==> config.mk <==
export PLATFORM = sky130hd
export DESIGN_NAME = div_unit
export DESIGN_NICKNAME = d
export VERILOG_FILES = /design/src/rtl/div_unit.sv
export SDC_FILE = /design/constraint.sdc
export NUM_CORES = 1
export LEC_CHECK = 0
export ABC_CLOCK_PERIOD_IN_PS = 6300
export BUFFER_PORTS_ARGS = -buffer_cell sky130_fd_sc_hd__buf_2
export CORE_UTILIZATION = 60
export DETAILED_ROUTE_END_ITERATION = 16
export PLACE_DENSITY = 0.78
export SLEW_MARGIN = 20
export SYNTH_ARGS = -nofsm -noshare
export SYNTH_HDL_FRONTEND = slang
export SYNTH_SLANG_ARGS = --single-unit
==> constraint.sdc <==
create_clock -name clk -period 6.3 [get_ports clk]
set_clock_uncertainty 0.15 [all_clocks]
set_input_delay 0.315 -clock clk [delete_from_list [all_inputs] [get_ports clk]]
set_output_delay 0.315 -clock clk [all_outputs]
set_load 0.01 [all_outputs]
==> src/rtl/div_unit.sv <==
// div_unit: 32-bit signed/unsigned restoring divider, {remainder, quotient} result with 33-cycle latency
module div_unit (
    input  logic        clk,
    input  logic        resetn,
    input  logic        start,
    input  logic        signed_div,
    input  logic [31:0] opdata1,
    input  logic [31:0] opdata2,
    input  logic        annul,
    output logic [63:0] result,
    output logic        ready
);
    typedef enum logic [1:0] {IDLE, BYZERO, ON, END} state_t;
    state_t      state;
    logic        sdiv;
    logic        neg_a;
    logic        neg_b;
    logic [31:0] b_abs;
    logic [64:0] work;
    logic [4:0]  cnt;
    logic [31:0] a_in;
    logic [31:0] b_in;
    logic [33:0] diff;
    logic [64:0] step;
    logic [31:0] q_fix;
    logic [31:0] r_fix;
    // operand magnitudes, one shift-subtract step, and the sign fix-up used on the last step
    always_comb begin
        a_in  = (signed_div && opdata1[31]) ? 32'd0 - opdata1 : opdata1;
        b_in  = (signed_div && opdata2[31]) ? 32'd0 - opdata2 : opdata2;
        diff  = work[64:31] - {2'b00, b_abs};
        step  = diff[33] ? {work[63:0], 1'b0} : {diff[32:0], work[30:0], 1'b1};
        q_fix = (sdiv && (neg_a != neg_b)) ? 32'd0 - step[31:0] : step[31:0];
        r_fix = (sdiv && neg_a) ? 32'd0 - step[63:32] : step[63:32];
    end
    // control FSM with registered ready/result; annul wins over start everywhere
    always_ff @(posedge clk or negedge resetn) begin
        if (!resetn) begin
            state  <= IDLE;
            sdiv   <= 1'b0;
            neg_a  <= 1'b0;
            neg_b  <= 1'b0;
            b_abs  <= 32'd0;
            work   <= 65'd0;
            cnt    <= 5'd0;
            result <= 64'd0;
            ready  <= 1'b0;
        end else begin
            case (state)
                IDLE: begin
                    if (start && !annul) begin
                        sdiv  <= signed_div;
                        neg_a <= signed_div & opdata1[31];
                        neg_b <= signed_div & opdata2[31];
                        work  <= {33'd0, a_in};
                        b_abs <= b_in;
                        cnt   <= 5'd0;
                        state <= (opdata2 == 32'd0) ? BYZERO : ON;
                    end
                end
                BYZERO: begin
                    if (annul) begin
                        state <= IDLE;
                    end else begin
                        result <= 64'd0;
                        ready  <= 1'b1;
                        state  <= END;
                    end
                end
                ON: begin
                    if (annul) begin
                        state <= IDLE;
                    end else begin
                        work <= step;
                        cnt  <= cnt + 5'd1;
                        if (cnt == 5'd31) begin
                            result <= {r_fix, q_fix};
                            ready  <= 1'b1;
                            state  <= END;
                        end
                    end
                end
                END: begin
                    if (annul || !start) begin
                        ready <= 1'b0;
                        state <= IDLE;
                    end
                end
                default: state <= IDLE;
            endcase
        end
    end
endmodule

* Yosys cells after proc, flatten, opt, wreduce, memory -nomap -nowiden
Index checks and enable logic that the tools add are counted.
Widths: inputs -> output; s select.
** Storage, ports and cells
- Bits in latches :: 0
- Output and inout port bits :: 65
- Register bits after elaboration :: 172
- Bits of input ports :: 69
- Bits in writable memories :: 0
- Memories kept :: 0
- Logic and storage cells :: 73
- Memory bits (read-only) :: 0
** Cells by class
- $mul :: 0
- Shifts and indexed selects :: 0
- Bitwise gates (word level) :: 2
- Equality and inequality tests :: 11
- Magnitude comparators :: 0
- Reductions and logical operators :: 18
- Divide/modulo/power cells :: 0
- Muxes and demuxes :: 27
- Add/subtract/negate cells :: 6
** Operators by type and width (number)
- $mux 65 :: 3
- $mux 64 :: 3
- $pmux 65 s2 :: 1
- $mux 32 :: 4
- $pmux 64 s2 :: 1
- $sub 1x32->32 const A :: 4
- $sub 34x32->34 :: 1
- $logic_not 32->1 :: 1
- $mux 2 :: 6
- $mux 5 :: 2
- $ne 2x2->1 const B :: 5
- $pmux 5 s2 :: 1
- $pmux 2 s4 :: 1
- $reduce_and 3->1 :: 2
- $add 5x1->5 const B :: 1
- $eq 5x5->1 const B :: 1
- $logic_and 1x1->1 :: 5
- $reduce_and 5->1 :: 1
- $eq 2x2->1 const B :: 2
- $mux 1 :: 4
- $reduce_and 4->1 :: 1
- $reduce_bool 2->1 :: 2
- $ne 3x3->1 const B :: 1
- $pmux 1 s3 :: 1
- 8 further kinds :: 10

* Depth between registers and ports, before layout
- Depth in word-level cells :: 7
- Gate-level depth with buffers :: 23
- Mapped depth without buffers :: 20

* Worst setup path after synthesis
OpenSTA, ideal clock, no wires.
- Path type :: flip-flop to flip-flop
- From :: register work[55]
- To :: register result[62]
- Cell stages (with the launch flop) :: 23
- Setup slack :: 1884 ps
- Data arrival time :: 4190 ps
- Cells stage by stage :: dfrtp_1 > ha_1 > buf_2 > and4_1 > nand2_1 > or4_1 > a31oi_2 > o21a_2 > nor2_4 > inv_2 > buf_2 > buf_2 > nor2_1 > a21oi_1 > ha_1 > nand2_1 > nor3_1 > nor4bb_1 > a31oi_1 > nor3b_2 > a41oi_1 > xor2_1 > o21ai_1
** On the way
- Cells in the longest elaborated chain, start to end :: 7
** RTL lines
- start, declared :: line 19 : logic [64:0] work;
- start signal, assigned :: line 55 : work <= {33'd0, a_in};
- start signal, assigned :: line 74 : work <= step;
- $sub 34x32->34 :: line 31 : diff = work[64:31] - {2'b00, b_abs};
- $mux 65 (*) :: line 32 : step = diff[33] ? {work[63:0], 1'b0} : {diff[32:0], work[30:0], 1'b1};
- $sub 1x32->32 :: line 34 : r_fix = (sdiv && neg_a) ? 32'd0 - step[63:32] : step[63:32];
- $mux 32 (*) :: line 34
- $mux 64 (*) :: line 76 : if (cnt == 5'd31) begin
- $mux 64 (*) :: line 71 : if (annul) begin
- $pmux 64 s2 (*) :: line 49 : case (state)
- end signal, assigned :: line 77 : result <= {r_fix, q_fix};
- end, declared :: line 10 : output logic [63:0] result,
Every way passes the cells marked *; elsewhere a longest branch is shown, timed or not. The select of a mux whose other input is x is not followed.
A chain may end at the register's enable or synchronous reset.

* Final worst setup path
- From :: register work[39]
- To :: register result[56]
Same word-level chain as after synthesis.

==> metrics.md <==
| Metric | Value |
|---|---|
| CP peak stage delay | `0.56 ns` |
| Worst R2R Start | `work[39]` |
| Synthesis-stage register bit count | `roughly 170` |
| Data arrival time at the worst-slack endpoint | `5.15 ns` |
| Share of the synthesized area in compound gates (AO/OA/AOI/OAI) | `between 20% and 30%` |
| Share of the clock period used by the worst path after layout | `around four fifths` |
| Area fraction in and, or, nand and nor cells after synthesis | `18.5%` |
| Floorplan die width | `143 um` |
| Unrepaired setup endpoints after global routing | `no` |
| Final hold slack | `0.0230 ns` |
| Internal reg-to-reg setup slack | `1.36 ns` |
| Root buf cell | `clkbuf_16` |
| Commonest register cell after synthesis | `dfrtp_1` |
| Global-route usage over all layers | `approximately a third` |
| Net count after synthesis | `about 1600` |
| Slew of the pin with the lowest slew margin | `0.884 ns` |
| Critical path depth in cells | `18` |
| Final instance count without filler cells | `between 1500 and 2000` |
| Detailed route wirelength on metal3 | `2.65 mm` |
| Syn avg cell area | `8.22 sq um` |
| Largest family of logic cells by synthesized area | `compound AO/OA/AOI/OAI gates` |
| Commonest cells after routing, fill and taps aside | `214 x nand2_1, 177 x o21ai_0, 172 x dfrtp_1` |
| Worst setup slack after layout | `1.36 ns` |
| Floorplan core area | `between 0.015 and 0.02 sq mm` |
| # fillers | `between 1500 and 2000` |
| Mapped cell area | `0.0119 sq mm` |
| Share of synthesized area occupied by flip-flops and latches | `36.3%` |
| Final setup violating endpoints | `0` |
| Commonest non-fill, non-tap cell in the layout | `nand2_1` |
| Outcome | `complete, no violations` |
| Clock Tree Buf Depth | `2` |
| Worst endpoint required time | `~6.5 ns` |
| Number of buffers inserted by post-CTS setup repair | `0` |
| Global-route wire length before repair | `approximately 54 mm` |
| Hold path startpoint | `opdata2[5]` |
| Share of layout cells above drive strength 1 | `13.4%` |
| CTS clock-pin slew for the worst setup and hold paths | `0.07 ns` |
| Top routing layer used | `met4` |
| Number of rows created at floorplan | `51` |
| Setup TNS after final layout | `0 ns` |
| Maximum level of the CTS H-tree | `4` |
| R2R Path End | `result[56]` |
| Number of slew-limit violations in the final report | `0` |
| Detailed-route wire length | `34.0 mm` |
| Average wire per cell in the routed design | `18.8 um` |
| Post-detailed-placement half-perimeter wirelength | `25.1 mm` |
| Timing-limited maximum frequency | `202 MHz` |
| Number of port buffers | `133` |
| Critical path launch point type | `flip-flop` |
| Leakage Power | `5.97 nW` |
| Number of DRC markers after the initial detailed-route iteration | `approximately 1300` |
| Standard cell area after detailed placement | `0.0126 sq mm` |
| Worst setup path endpoint | `result[56]` |
| Antenna violation net count after detailed routing | `0` |
| Wire length the detailed router placed on met1 | `15.3 mm` |
| Number of global-route vias before repair | `a little over 10000` |
| Mux contribution to synthesized area | `2.63%` |
| Largest vdd supply drop | `0.000335 V` |
| Post-Syn Instances | `1445` |
| Vias per Instance | `6.19` |
| Area enclosed by the die boundary | `0.0204 sq mm` |
| Critical path endpoint category | `flip-flop` |
| Overall Power | `7.24 mW` |
| Worst-case headroom to the max-slew limit | `41.1%` |
| Async set or reset register ratio after synthesis | `100%` |
| Number of antenna violations at the first check in global routing | `1` |
| Met2 Routed Length | `15.0 mm` |
| Clock Sink Count | `172` |
| Final Hold Vio Count | `0` |
| Clock tree from TritonCTS | `yes` |
| Number of flops mapped to enable cells by yosys | `0` |
| Total number of yosys warnings | `0` |
| Worst skew pair latency | `approximately 0.45 ns` |
| Number of buffer and inverter instances along the worst setup path | `1` |
| Timing startpoint of the critical path | `work[39]` |
| Register-to-Register Path Depth | `18` |
| Crit path kind | `reg -> reg` |
| Max capacitance violation total | `0` |
| Slowest cell on the critical path | `ha_1` |
| Die height | `143 um` |
| Crit-path cells | `ha_1, nand4_1, nor4_1, o21ai_0, a31oi_2, o21a_2, nor2_4, inv_2, mux2i_1, ha_1, nand2_1, nor3_1, nor4bb_1, a31oi_1, nor2_1, a21oi_1, xor2_1, o21ai_0` |
| Hold Path Stages | `3` |
| Top-level port count | `roughly 130` |
| Pin count of the biggest net entering global routing | `96` |
| Min-Delay Path Class | `in -> reg` |
| Pre-CTS worst setup slack | `1.46 ns` |
| Count of vias placed by the detailed router | `11200` |
| Length of the first detailed-routing pass in iterations | `6` |
| Power density cells | `around 550 mW/mm^2` |
| Final weighted congestion of routability-driven global placement | `between 0.9 and 1` |
| Cts bufs inserted | `17` |
| Remaining global-route overflow | `0` |
| Min cycle time layout | `4.94 ns` |
| DRC | `0` |
| Fraction of the mapped netlist area in adder cells | `4.70%` |
| Largest fanout on the critical path | `10` |
| Share of the synthesized netlist area taken by xor and xnor gates | `11.0%` |
| Dominant delay contributor by cell family on the critical path | `compound AO/OA/AOI/OAI gates` |
| Initial standard-cell utilization of the core | `between 60% and 70%` |
| End-of-flow core utilization | `68.3%` |
| Unique cell type count in the Yosys netlist | `between 70 and 80` |
| Synthesis-to-finish area growth | `11.6%` |
| Number of instances in the placed design | `between 1500 and 2000` |
| Post-route cell area | `between 0.01 and 0.015 sq mm` |
| Number of nets in the layout | `~1600` |
## cells by family (layout without fill, tap and decap cells)
logic type      Yosys count  after routing
simple gates            471            471
buf+inv                 133            234
flops                   172            172
other cells               0              1
compound gates          445            445
xor+xnor                149            149
mux                      31             31
fa+ha+maj                44             44
## where the power goes
part / total [mW] / switching, mW / internal [mW]
clock network: 1.05 / 0.511 / 0.538
logic: 4.45 / 2.85 / 1.60
registers: 1.74 / 0.350 / 1.39
total: 7.24 / 3.71 / 3.53
## how the worst min path moves through the flow
| stage | to | slack [ns] |
|---|---|---|
| after floorplan | b_abs[0] | -0.13 |
| after global placement | result[9] | 0.31 |
| after detailed placement | result[9] | 0.31 |
| after CTS | b_abs[14] | 0.02 |
| after global routing | b_abs[4] | 0.05 |
| final | b_abs[5] | 0.02 |
## registers in the layout (all words and copies together), names as in the netlist
| register | cells |
|---|---|
| work | 65 |
| result | 64 |
| b_abs | 32 |
| cnt | 5 |
| state | 2 |
| neg_a | 1 |
| neg_b | 1 |
| ready | 1 |
| sdiv | 1 |
## area by class of cell
type	count	area, sq um	share of cell area (%)
clock buffers	18	439	3.31
inverters	56	210	1.59
diodes	1	2.50	0.0189
multi-input cells	1140	7040	53.2
well taps	265	332	2.50
flip-flops and latches	172	4300	32.5
repair buffers	146	778	5.87
clock inverters	14	143	1.08
## cell usage after synthesis (18+ instances only)
| master | instances | area share, % |
|---|---|---|
| inv_1 | 55 | 1.7 |
| nand2_1 | 216 | 6.8 |
| xnor2_1 | 69 | 5.1 |
| a21oi_1 | 108 | 4.6 |
| xor2_1 | 80 | 5.9 |
| ha_1 | 43 | 4.5 |
| buf_2 | 22 | 0.93 |
| nor3_1 | 21 | 0.89 |
| clkbuf_1 | 48 | 1.5 |
| o22ai_1 | 28 | 1.5 |
| dfrtp_1 | 172 | 36 |
| nor2_1 | 97 | 3.1 |
| or3_1 | 18 | 0.95 |
| mux2i_1 | 29 | 2.4 |
| o21ai_0 | 177 | 7.5 |
## worst reg2reg max path: cells and delay by family (launching register included)
family,cells,cell delay [ns]
compound gates,6,1.43
xor+xnor,1,0.17
fa+ha+maj,2,0.88
buf+inv,1,0.10
flops,1,0.43
mux,1,0.28
simple gates,7,1.41
## repair_timing
item                      in CTS  in global routing
gates resized for setup        0                  0
hold buffers                   2                  0
hold endpoints to repair      95                  0
## per-layer routing
metal  GRT usage [%]  vias up
li1                -     5294
met1            49.4     5342
met2            51.9      512
met3            5.37       76
met4            13.5        0
met5               0        -
Power figures use the tool's default switching activity.
